===== src/rtl/idle_rate_matcher.sv =====
// 66b elastic buffer with idle delete/insert rate matching, paced output and a BIST bypass mux.
// The read side emits at most one word per non-gap cycle of the pacing period.
module idle_rate_matcher #(
    parameter int unsigned DAT_W      = 64,
    parameter int unsigned DEPTH      = 32,
    parameter int unsigned HIGH_MARK  = 21,
    parameter int unsigned LOW_MARK   = 8,
    parameter int unsigned GAP_PERIOD = 33,
    parameter int unsigned CNT_W      = 16
) (
    input  logic                     CLK219,
    input  logic                     RST219,
    input  logic                     lpbk_en,
    input  logic                     rx_sync,
    input  logic [DAT_W-1:0]         RX_DAT,
    input  logic [1:0]               RX_SH,
    input  logic                     RX_VAL,
    input  logic [DAT_W-1:0]         BIST_DAT,
    input  logic [1:0]               BIST_SH,
    input  logic                     BIST_VAL,
    input  logic                     cnt_clr,
    output logic [DAT_W-1:0]         MUX_DAT,
    output logic [1:0]               MUX_SH,
    output logic                     MUX_VAL,
    output logic [$clog2(DEPTH):0]   fill_level,
    output logic [CNT_W-1:0]         ins_cnt,
    output logic [CNT_W-1:0]         del_cnt,
    output logic                     ovf,
    output logic                     udf
);
    localparam int unsigned AW = $clog2(DEPTH);
    localparam int unsigned FW = AW + 1;
    localparam int unsigned PW = $clog2(GAP_PERIOD);
    localparam int unsigned WW = DAT_W + 2;

    localparam logic [FW-1:0] HighMark = FW'(HIGH_MARK);
    localparam logic [FW-1:0] LowMark  = FW'(LOW_MARK);
    localparam logic [FW-1:0] HalfMark = FW'(DEPTH / 2);
    localparam logic [FW-1:0] FullMark = FW'(DEPTH);
    localparam logic [PW-1:0] GapLast  = PW'(GAP_PERIOD - 1);
    localparam logic [WW-1:0] IdleWord = {2'b01, DAT_W'(8'h1E)};

    typedef enum logic [0:0] {StPrefill, StRun} state_e;

    function automatic logic is_idle(input logic [WW-1:0] w);
        return (w[WW-1:DAT_W] == 2'b01) && (w[7:0] == 8'h1E);
    endfunction

    logic [WW-1:0]    rx_q;
    logic             rx_val_q;
    logic [WW-1:0]    mem_q [DEPTH];
    logic [AW-1:0]    wr_ptr_q, wr_ptr_d, rd_ptr_q, rd_ptr_d;
    logic [FW-1:0]    fill_q, fill_d;
    state_e           state_q, state_d;
    logic [PW-1:0]    pace_q, pace_d;
    logic             last_wr_idle_q, last_wr_idle_d, last_rd_idle_q, last_rd_idle_d;
    logic [DAT_W-1:0] mux_dat_q, mux_dat_d;
    logic [1:0]       mux_sh_q, mux_sh_d;
    logic             mux_val_q, mux_val_d;
    logic [CNT_W-1:0] ins_cnt_q, ins_cnt_d, del_cnt_q, del_cnt_d;
    logic             ovf_q, ovf_d, udf_q, udf_d;

    logic          flush, slot, wr_idle, full, del_en, ovf_evt, wr_en;
    logic          rd_slot, udf_evt, ins_en, pop_en;
    logic [WW-1:0] emit;

    assign flush   = !rx_sync || !lpbk_en;
    assign slot    = (pace_q != GapLast);
    assign wr_idle = is_idle(rx_q);
    assign full    = (fill_q == FullMark);
    // A second consecutive idle is dropped only while the buffer runs high.
    assign del_en  = !flush && rx_val_q && wr_idle && last_wr_idle_q && (fill_q >= HighMark);
    assign ovf_evt = !flush && rx_val_q && !del_en && full;
    assign wr_en   = !flush && rx_val_q && !del_en && !full;
    assign rd_slot = !flush && (state_q == StRun) && slot;
    assign udf_evt = rd_slot && (fill_q == '0);
    assign ins_en  = rd_slot && !udf_evt && last_rd_idle_q && (fill_q <= LowMark);
    assign pop_en  = rd_slot && !udf_evt && !ins_en;
    assign emit    = ins_en ? IdleWord : (pop_en ? mem_q[rd_ptr_q] : '0);

    always_comb begin
        wr_ptr_d       = wr_ptr_q;
        rd_ptr_d       = rd_ptr_q;
        fill_d         = fill_q;
        state_d        = state_q;
        last_wr_idle_d = last_wr_idle_q;
        last_rd_idle_d = last_rd_idle_q;
        pace_d         = (pace_q == GapLast) ? '0 : pace_q + 1'b1;
        if (flush) begin
            wr_ptr_d       = '0;
            rd_ptr_d       = '0;
            fill_d         = '0;
            state_d        = StPrefill;
            last_wr_idle_d = 1'b0;
            last_rd_idle_d = 1'b0;
        end else begin
            if (wr_en) begin
                wr_ptr_d       = wr_ptr_q + 1'b1;
                last_wr_idle_d = wr_idle;
            end
            if (pop_en) rd_ptr_d = rd_ptr_q + 1'b1;
            fill_d = fill_q + FW'(wr_en) - FW'(pop_en);
            if (ins_en || pop_en) last_rd_idle_d = is_idle(emit);
            if (udf_evt) begin
                state_d        = StPrefill;
                last_rd_idle_d = 1'b0;
            end else if (state_q == StPrefill && fill_q >= HalfMark) begin
                state_d = StRun;
            end
        end
    end

    always_comb begin
        mux_dat_d = mux_dat_q;
        mux_sh_d  = mux_sh_q;
        mux_val_d = mux_val_q;
        if (!lpbk_en) begin
            mux_dat_d = BIST_DAT;
            mux_sh_d  = BIST_SH;
            mux_val_d = BIST_VAL;
        end else begin
            mux_val_d = slot;
            // Outside RUN (or on underflow) emit is zero, forcing SH=00 downstream.
            if (slot) begin
                mux_sh_d  = emit[WW-1:DAT_W];
                mux_dat_d = emit[DAT_W-1:0];
            end
        end
    end

    always_comb begin
        ins_cnt_d = ins_cnt_q;
        del_cnt_d = del_cnt_q;
        ovf_d     = ovf_q;
        udf_d     = udf_q;
        if (cnt_clr) begin
            ins_cnt_d = '0;
            del_cnt_d = '0;
            ovf_d     = 1'b0;
            udf_d     = 1'b0;
        end else begin
            if (ins_en && !(&ins_cnt_q)) ins_cnt_d = ins_cnt_q + 1'b1;
            if (del_en && !(&del_cnt_q)) del_cnt_d = del_cnt_q + 1'b1;
            if (ovf_evt) ovf_d = 1'b1;
            if (udf_evt) udf_d = 1'b1;
        end
    end

    always_ff @(posedge CLK219) begin
        if (wr_en) mem_q[wr_ptr_q] <= rx_q;
    end

    always_ff @(posedge CLK219 or posedge RST219) begin
        if (RST219) begin
            rx_q           <= '0;
            rx_val_q       <= 1'b0;
            wr_ptr_q       <= '0;
            rd_ptr_q       <= '0;
            fill_q         <= '0;
            state_q        <= StPrefill;
            pace_q         <= '0;
            last_wr_idle_q <= 1'b0;
            last_rd_idle_q <= 1'b0;
            mux_dat_q      <= '0;
            mux_sh_q       <= '0;
            mux_val_q      <= 1'b0;
            ins_cnt_q      <= '0;
            del_cnt_q      <= '0;
            ovf_q          <= 1'b0;
            udf_q          <= 1'b0;
        end else begin
            rx_q           <= {RX_SH, RX_DAT};
            rx_val_q       <= RX_VAL;
            wr_ptr_q       <= wr_ptr_d;
            rd_ptr_q       <= rd_ptr_d;
            fill_q         <= fill_d;
            state_q        <= state_d;
            pace_q         <= pace_d;
            last_wr_idle_q <= last_wr_idle_d;
            last_rd_idle_q <= last_rd_idle_d;
            mux_dat_q      <= mux_dat_d;
            mux_sh_q       <= mux_sh_d;
            mux_val_q      <= mux_val_d;
            ins_cnt_q      <= ins_cnt_d;
            del_cnt_q      <= del_cnt_d;
            ovf_q          <= ovf_d;
            udf_q          <= udf_d;
        end
    end

    assign MUX_DAT    = mux_dat_q;
    assign MUX_SH     = mux_sh_q;
    assign MUX_VAL    = mux_val_q;
    assign fill_level = fill_q;
    assign ins_cnt    = ins_cnt_q;
    assign del_cnt    = del_cnt_q;
    assign ovf        = ovf_q;
    assign udf        = udf_q;
endmodule


===== config.mk =====
export PLATFORM = sky130hd
export DESIGN_NAME = idle_rate_matcher
export DESIGN_NICKNAME = d
export VERILOG_FILES = /design/src/rtl/idle_rate_matcher.sv
export SDC_FILE = /design/constraint.sdc
export NUM_CORES = 2
export LEC_CHECK = 0
export ABC_AREA = 1
export CAP_MARGIN = 15
export CORE_MARGIN = 4
export CORE_UTILIZATION = 55
export CTS_CLUSTER_DIAMETER = 60
export CTS_CLUSTER_SIZE = 14
export DETAILED_ROUTE_END_ITERATION = 7
export GPL_TIMING_DRIVEN = 0
export PLACE_DENSITY = 0.75
export SLEW_MARGIN = 10
export SYNTH_ARGS = -nofsm -noshare
export SYNTH_HDL_FRONTEND = slang
export SYNTH_SLANG_ARGS = --single-unit

===== constraint.sdc =====
create_clock -name CLK219 -period 6.74 [get_ports CLK219]
set_input_delay 1.011 -clock CLK219 [delete_from_list [all_inputs] [get_ports CLK219]]
set_output_delay 1.011 -clock CLK219 [all_outputs]
set_load 0.1 [all_outputs]

Word-level counts from Yosys, hierarchy flattened
Memory sizes are Yosys's and may differ from the RTL's.
Index checks and enable logic that the tools add are counted.
Storage, ports and cells
  register bits: 193
  RAM bits: 2112
  input bits: 139
  output and inout port bits: 107
  word-level logic and storage cells: 108
  memories kept: 1
Operators by class
  $add $sub $neg: 7
  magnitude comparators: 3
  eq/ne operators: 8
  multiplexer cells: 31
  bitwise logic cells: 1
  reduce and logical (&&, ||, !) cells: 41
Memory list
  mem_q: words 32, width 66, read ports 1, clocked after Yosys merged registers in 0, write ports 1, RTL line 51  | logic [WW-1:0] mem_q [DEPTH];
Operator list (count)
  two-way mux 66 bit: 2
  two-way mux 64 bit: 2
  two-way mux 16 bit: 4
  adder 16 x 1 -> 16 bit (second input constant): 2
  AND reduction 16 bit: 2
  two-way mux 5 bit: 4
  logical AND 1 bit: 19
  equality test 8 x 5 -> 1 bit (second input constant): 2
  two-way mux 1 bit: 15
  equality test 6 bit (second input constant): 2
  >= comparator 6 x 5 -> 1 bit (second input constant): 2
  two-way mux 6 bit: 2
  nonzero test 2 bit: 6
  adder 5 x 1 -> 5 bit (second input constant): 2
  logical NOT 1 bit: 9
  adder 6 x 1 -> 6 bit: 1
  adder 6 x 1 -> 6 bit (second input constant): 1
  less-or-equal comparator 6 x 4 -> 1 bit (second input constant): 1
  logical NOT 6 bit: 1
  inequality test 6 bit (second input constant): 1
  nonzero test 3 bit: 2
  subtractor 6 x 1 -> 6 bit: 1
  equality test 2 x 1 -> 1 bit (second input constant): 2
  two-way mux 2 bit: 2
  3 further kinds: 4

Depth between registers and ports, before layout
  depth in word-level cells: 19
  gate-level depth with buffers: 21
  gate-level depth less buffers: 20

Least setup slack after synthesis
Ideal clock, no wire load.
  path type: register to register
  start: register fill_q[3] (netlist: fill_level[3])
  end: memory mem_q[7][0] in the netlist's numbering, enable pin
  setup time: 571 ps
  arrival: 6429 ps
  required time: 6169 ps
  path slack: -260 ps
  stages on the path, launching flop included: 10
  path buffers: 0
  period minus slack after synthesis: 7000 ps
  path through: dfrtp_1 -> inv_1 -> ha_1 -> nand2_1 -> o211ai_1 -> nand4_1 -> nand2_1 -> inv_1 -> nand2_1 -> nor3_1
On the way
  word-level cells in the longest chain between the ends: 7
  elaborated cells on any way between the ends: 9
  classes of those cells: order compare: 1; eq/ne: 1; mux: 2; reduce/logical: 5
RTL lines
  start, declared: RTL line 53  | logic [FW-1:0] fill_q, fill_d;
  start signal, assigned: RTL line 176  | fill_q <= fill_d;
  >= comparator 6 x 5 -> 1 bit: RTL line 72  | assign del_en = !flush && rx_val_q && wr_idle && last_wr_idle_q && (fill_q >= HighMark);
  logical AND 1 bit: RTL line 72
  logical NOT 1 bit: RTL line 74  | assign wr_en = !flush && rx_val_q && !del_en && !full;
  logical AND 1 bit: RTL line 74
  logical AND 1 bit *: RTL line 74
  two-way mux 1 bit *: RTL line 150  | if (wr_en) mem_q[wr_ptr_q] <= rx_q;
  two-way mux 1 bit (implied by the code) *: RTL line 150
  end, declared: RTL line 51
Mark *: on every way between the ends. The rest lies on a longest branch, timed or not.

Worst setup path after layout
  start: register rx_q[5]
  end: memory mem_q[16][45] in the netlist's numbering, enable pin
On the way
  word-level cells in the longest chain between the ends: 10
RTL lines
  start, declared: RTL line 49  | logic [WW-1:0] rx_q;
  start signal, assigned: RTL line 172  | rx_q <= {RX_SH, RX_DAT};
  equality test 8 x 5 -> 1 bit: RTL line 46  | return (w[WW-1:DAT_W] == 2'b01) && (w[7:0] == 8'h1E);
  logical AND 1 bit: RTL line 46
  logical AND 1 bit (3 in series): RTL line 72
  logical NOT 1 bit: RTL line 74
  logical AND 1 bit (2 in series): RTL line 74
  two-way mux 1 bit: RTL line 150
  two-way mux 1 bit (implied by the code): RTL line 150
No other way between the ends.

==> metrics.md <==
| Metric | Value |
|---|---|
| DRC errors left | `1` |
| Max-slew violations | `0` |
| Required time of the critical path | `7290 ps` |
| CTS clk-pin slew, worst paths | `60 ps` |
| Cell Pwr Density | `between 200 and 300 nW/µm²` |
| Fin crit period | `roughly 4900 ps` |
| Synth Area in Compound Gates | `0.0900` |
| Layout Cell Area excl Fill | `approximately 110,000 µm²` |
| Vias post-DR | `around 67,000` |
| Largest vdd supply drop | `0.285 mV` |
| Simple-gate area share of the yosys netlist | `0.129` |
| First-pass GRT wire length | `between 400,000 and 500,000 µm` |
| YS warnings | `0` |
| Fraction of synthesized area in multiplexers | `0` |
| CTS Root Cell | `clkbuf_16` |
| Setup ws final | `1790 ps` |
| DP Wirelength | `226,000 µm` |
| CTS Hold Bufs | `0` |
| Synth Flop Type | `edfxtp_1` |
| Arrival @ worst endpoint | `5490 ps` |
| XOR/XNOR Fraction of Synth Area | `0.00181` |
| Main combinational cell family by area after synthesis | `simple AND/OR/NAND/NOR gates` |
| Antenna Nets Post-Route | `0` |
| Die ar. | `174,000 µm²` |
| Worst hold endpoint | `pace_q[5]` |
| Fill count | `11,800` |
| Register area share after synthesis | `0.742` |
| CP max stage delay | `1120 ps` |
| Final GP Congestion | `0.976` |
| DP Area | `99,800 µm²` |
| Synthesized flop and latch total | `between 2,000 and 2,500` |
| GRT overflow | `0` |
| Net count after synthesis | `7,354` |
| Layout Nets | `7,939` |
| Headroom to the max-slew limit | `0.0940` |
| Final Routed Wirelength | `329,000 µm` |
| Pin count of the biggest net entering global routing | `93` |
| Post-synthesis adder-cell area fraction | `0.00335` |
| WHS Path Cells | `1` |
| TritonCTS Buffers | `~190` |
| Failing checks | `DRC` |
| Cell count after synthesis | `7,191` |
| Worst-margin pin slew | `1360 ps` |
| CTS sink count | `between 2,000 and 2,500` |
| Clock buffer depth | `3` |
| Final hold violations | `0` |
| Commonest non-fill, non-tap cell in the layout | `nand2_1` |
| Unrepaired setup endpoints after global routing | `no` |
| Number of port buffers | `244` |
| Critical path endpoint category | `register` |
| Worst reg2reg path depth | `13` |
| Min-Delay Path Class | `register to register` |
| Top Ports | `246` |
| Average routed wire per standard cell | `32.4 µm` |
| Synthesis-to-layout area growth | `15.2%` |
| Worst R2R Start | `rx_q[5]` |
| Number of global-route vias before repair | `between 60,000 and 70,000` |
| Number of synthesized flops with an enable pin | `2,112` |
| Netlist cell types | `between 40 and 50` |
| CP Launch Type | `register` |
| H-tree Lvls | `4` |
| Final Cycle Share | `0.734` |
| Pre-CTS worst setup slack | `about 1300 ps` |
| Most frequent cells in the layout | `nand2_1 (2,250), edfxtp_1 (2,112), a21oi_1 (714)` |
| Die X | `417 µm` |
| CTS tree | `yes` |
| Final setup viols | `0` |
| Upper clock frequency limit | `202 MHz` |
| Status | `finished, violations left` |
| Gates resized, CTS repair | `0` |
| Worst path slowest cell | `dfrtp_1` |
| Reg2reg setup slack | `1790 ps` |
| Setup CP Type | `register to register` |
| Mapped Area | `91,900 µm²` |
| Mean Syn Cell Area | `roughly 13 µm²` |
| Die height | `~420 µm` |
| Core Rows | `149` |
| Max-cap violations | `0` |
| Vias per cell | `around 6.6` |
| Ys async rst share | `0.0837` |
| Worst Skew | `39.5 ps` |
| Post CTS Setup Buffer Count | `0` |
| Crit path max fanout | `33` |
| Hold Path Origin | `pace_q[5]` |
| Initial antenna violation count | `24` |
| Starting Density | `0.555` |
| Total track usage | `0.372` |
| Leakage | `38.3 nW` |
| Reg-to-reg endpoint | `mem_q[16][45]` |
| CP cell instances | `nor2_1, nand3_1, inv_1, nand4_1, nand2_1, inv_1, nand2_1, inv_1, nand2_1, nor2_4, buf_12, buf_16, buf_12` |
| Clk_lat worst skew | `890 ps` |
| Pre-Repair DR Iteration Count | `8` |
| Core Area | `around 170,000 µm²` |
| Initial drt markers | `~13,000` |
| Share of post-route cells with drive strength above 1 | `0.0993` |
## cells in the mapped netlist, drive strengths merged, types with 17 or more instances
cell    count  area [µm²]
nand3     540        2700
a22oi     169        1270
buf       390        2240
edfxtp   2112       63400
ha         23         288
inv       141         534
o31ai      17         128
clkbuf     78         293
nand2    2251        8450
xor2       17         149
a21oi     714        3570
nor3       33         165
a32o      110        1100
a32oi      36         315
o21ai      65         325
o211ai     61         523
nor2       92         370
a22o       83         727
dfrtp     193        4830
## through the flow
stage               power, mW  std cells   util   TNS, ps  hold slack [ps]
finish                   26.9      10100  0.640         0              496
global route             27.5      10100  0.639         0              513
CTS                      26.8      10100  0.637         0              493
detailed placement       16.7       9754  0.603         0              482
global placement         16.6       9624  0.587  -8548210              477
floorplan                16.3       7191      -    -51520              451
## worst max-delay path by stage
| stage | from | to | slack [ps] | depth (start not counted) |
|---|---|---|---|---|
| 4_1_cts | rx_q[0] | mem_q[16][45] | 1680 | 15 |
| 3_5_place_dp | lpbk_en | mem_q[16][35] | 1290 | 16 |
| 3_3_place_gp | lpbk_en | mem_q[7][50] | -7350 | 11 |
| 2_1_floorplan | fill_level[3] | mem_q[7][0] | -260 | 9 |
| 5_1_grt | rx_q[1] | mem_q[16][45] | 1650 | 14 |
| 6_report | rx_q[5] | mem_q[16][45] | 1790 | 13 |
## layout make-up
| class | instances | area, µm² | area share |
|---|---|---|---|
| Sequential cell | 2305 | 68300 | 0.645 |
| Multi-Input combinational cell | 4275 | 20800 | 0.197 |
| Timing Repair Buffer | 395 | 5310 | 0.0502 |
| Clock buffer | 301 | 5260 | 0.0496 |
| Tap cell | 2189 | 2740 | 0.0259 |
| Buffer | 468 | 2540 | 0.0240 |
| Inverter | 143 | 549 | 0.00519 |
| Clock inverter | 29 | 337 | 0.00318 |
| Antenna cell | 26 | 65.1 | 0.000614 |
## critical path: cells and delay by family, from the launching register on
family / cells / cell delay [ps]
buf+inv: 6 / 1120
flops: 1 / 1120
simple gates: 7 / 2320
## metal layers
metal | track usage | wire length (µm)
met1 | 0.468 | 105000
met2 | 0.538 | 141000
met3 | 0.121 | 52200
met4 | 0.281 | 30300
met5 | 0.000834 | 66
## power breakdown
part | internal, mW | leakage [nW] | switching (mW)
Combinational | 0.178 | 14.2 | 0.350
Clock | 5.43 | 2.67 | 5.11
Sequential | 15.7 | 21.4 | 0.205
Total | 21.3 | 38.3 | 5.66
## flip-flops by register name, summed over array words and instances, names as in the netlist
register        flops
state_q             1
ovf                 1
fill_level          6
MUX_DAT            64
last_wr_idle_q      1
MUX_SH              2
last_rd_idle_q      1
udf                 1
MUX_VAL             1
rx_q               66
rx_val_q            1
rd_ptr_q            5
wr_ptr_q            5
ins_cnt            16
mem_q            2112
del_cnt            16
pace_q              6
## cells by family (layout without fill, tap and decap cells)
group,after synthesis,in the layout
xor+xnor,19,19
fa+ha+maj,24,24
simple gates,2941,2941
compound gates,1291,1291
other cells,0,26
buf+inv,611,1336
flops,2305,2305
No activity file was read; power rests on OpenSTA's default activity.
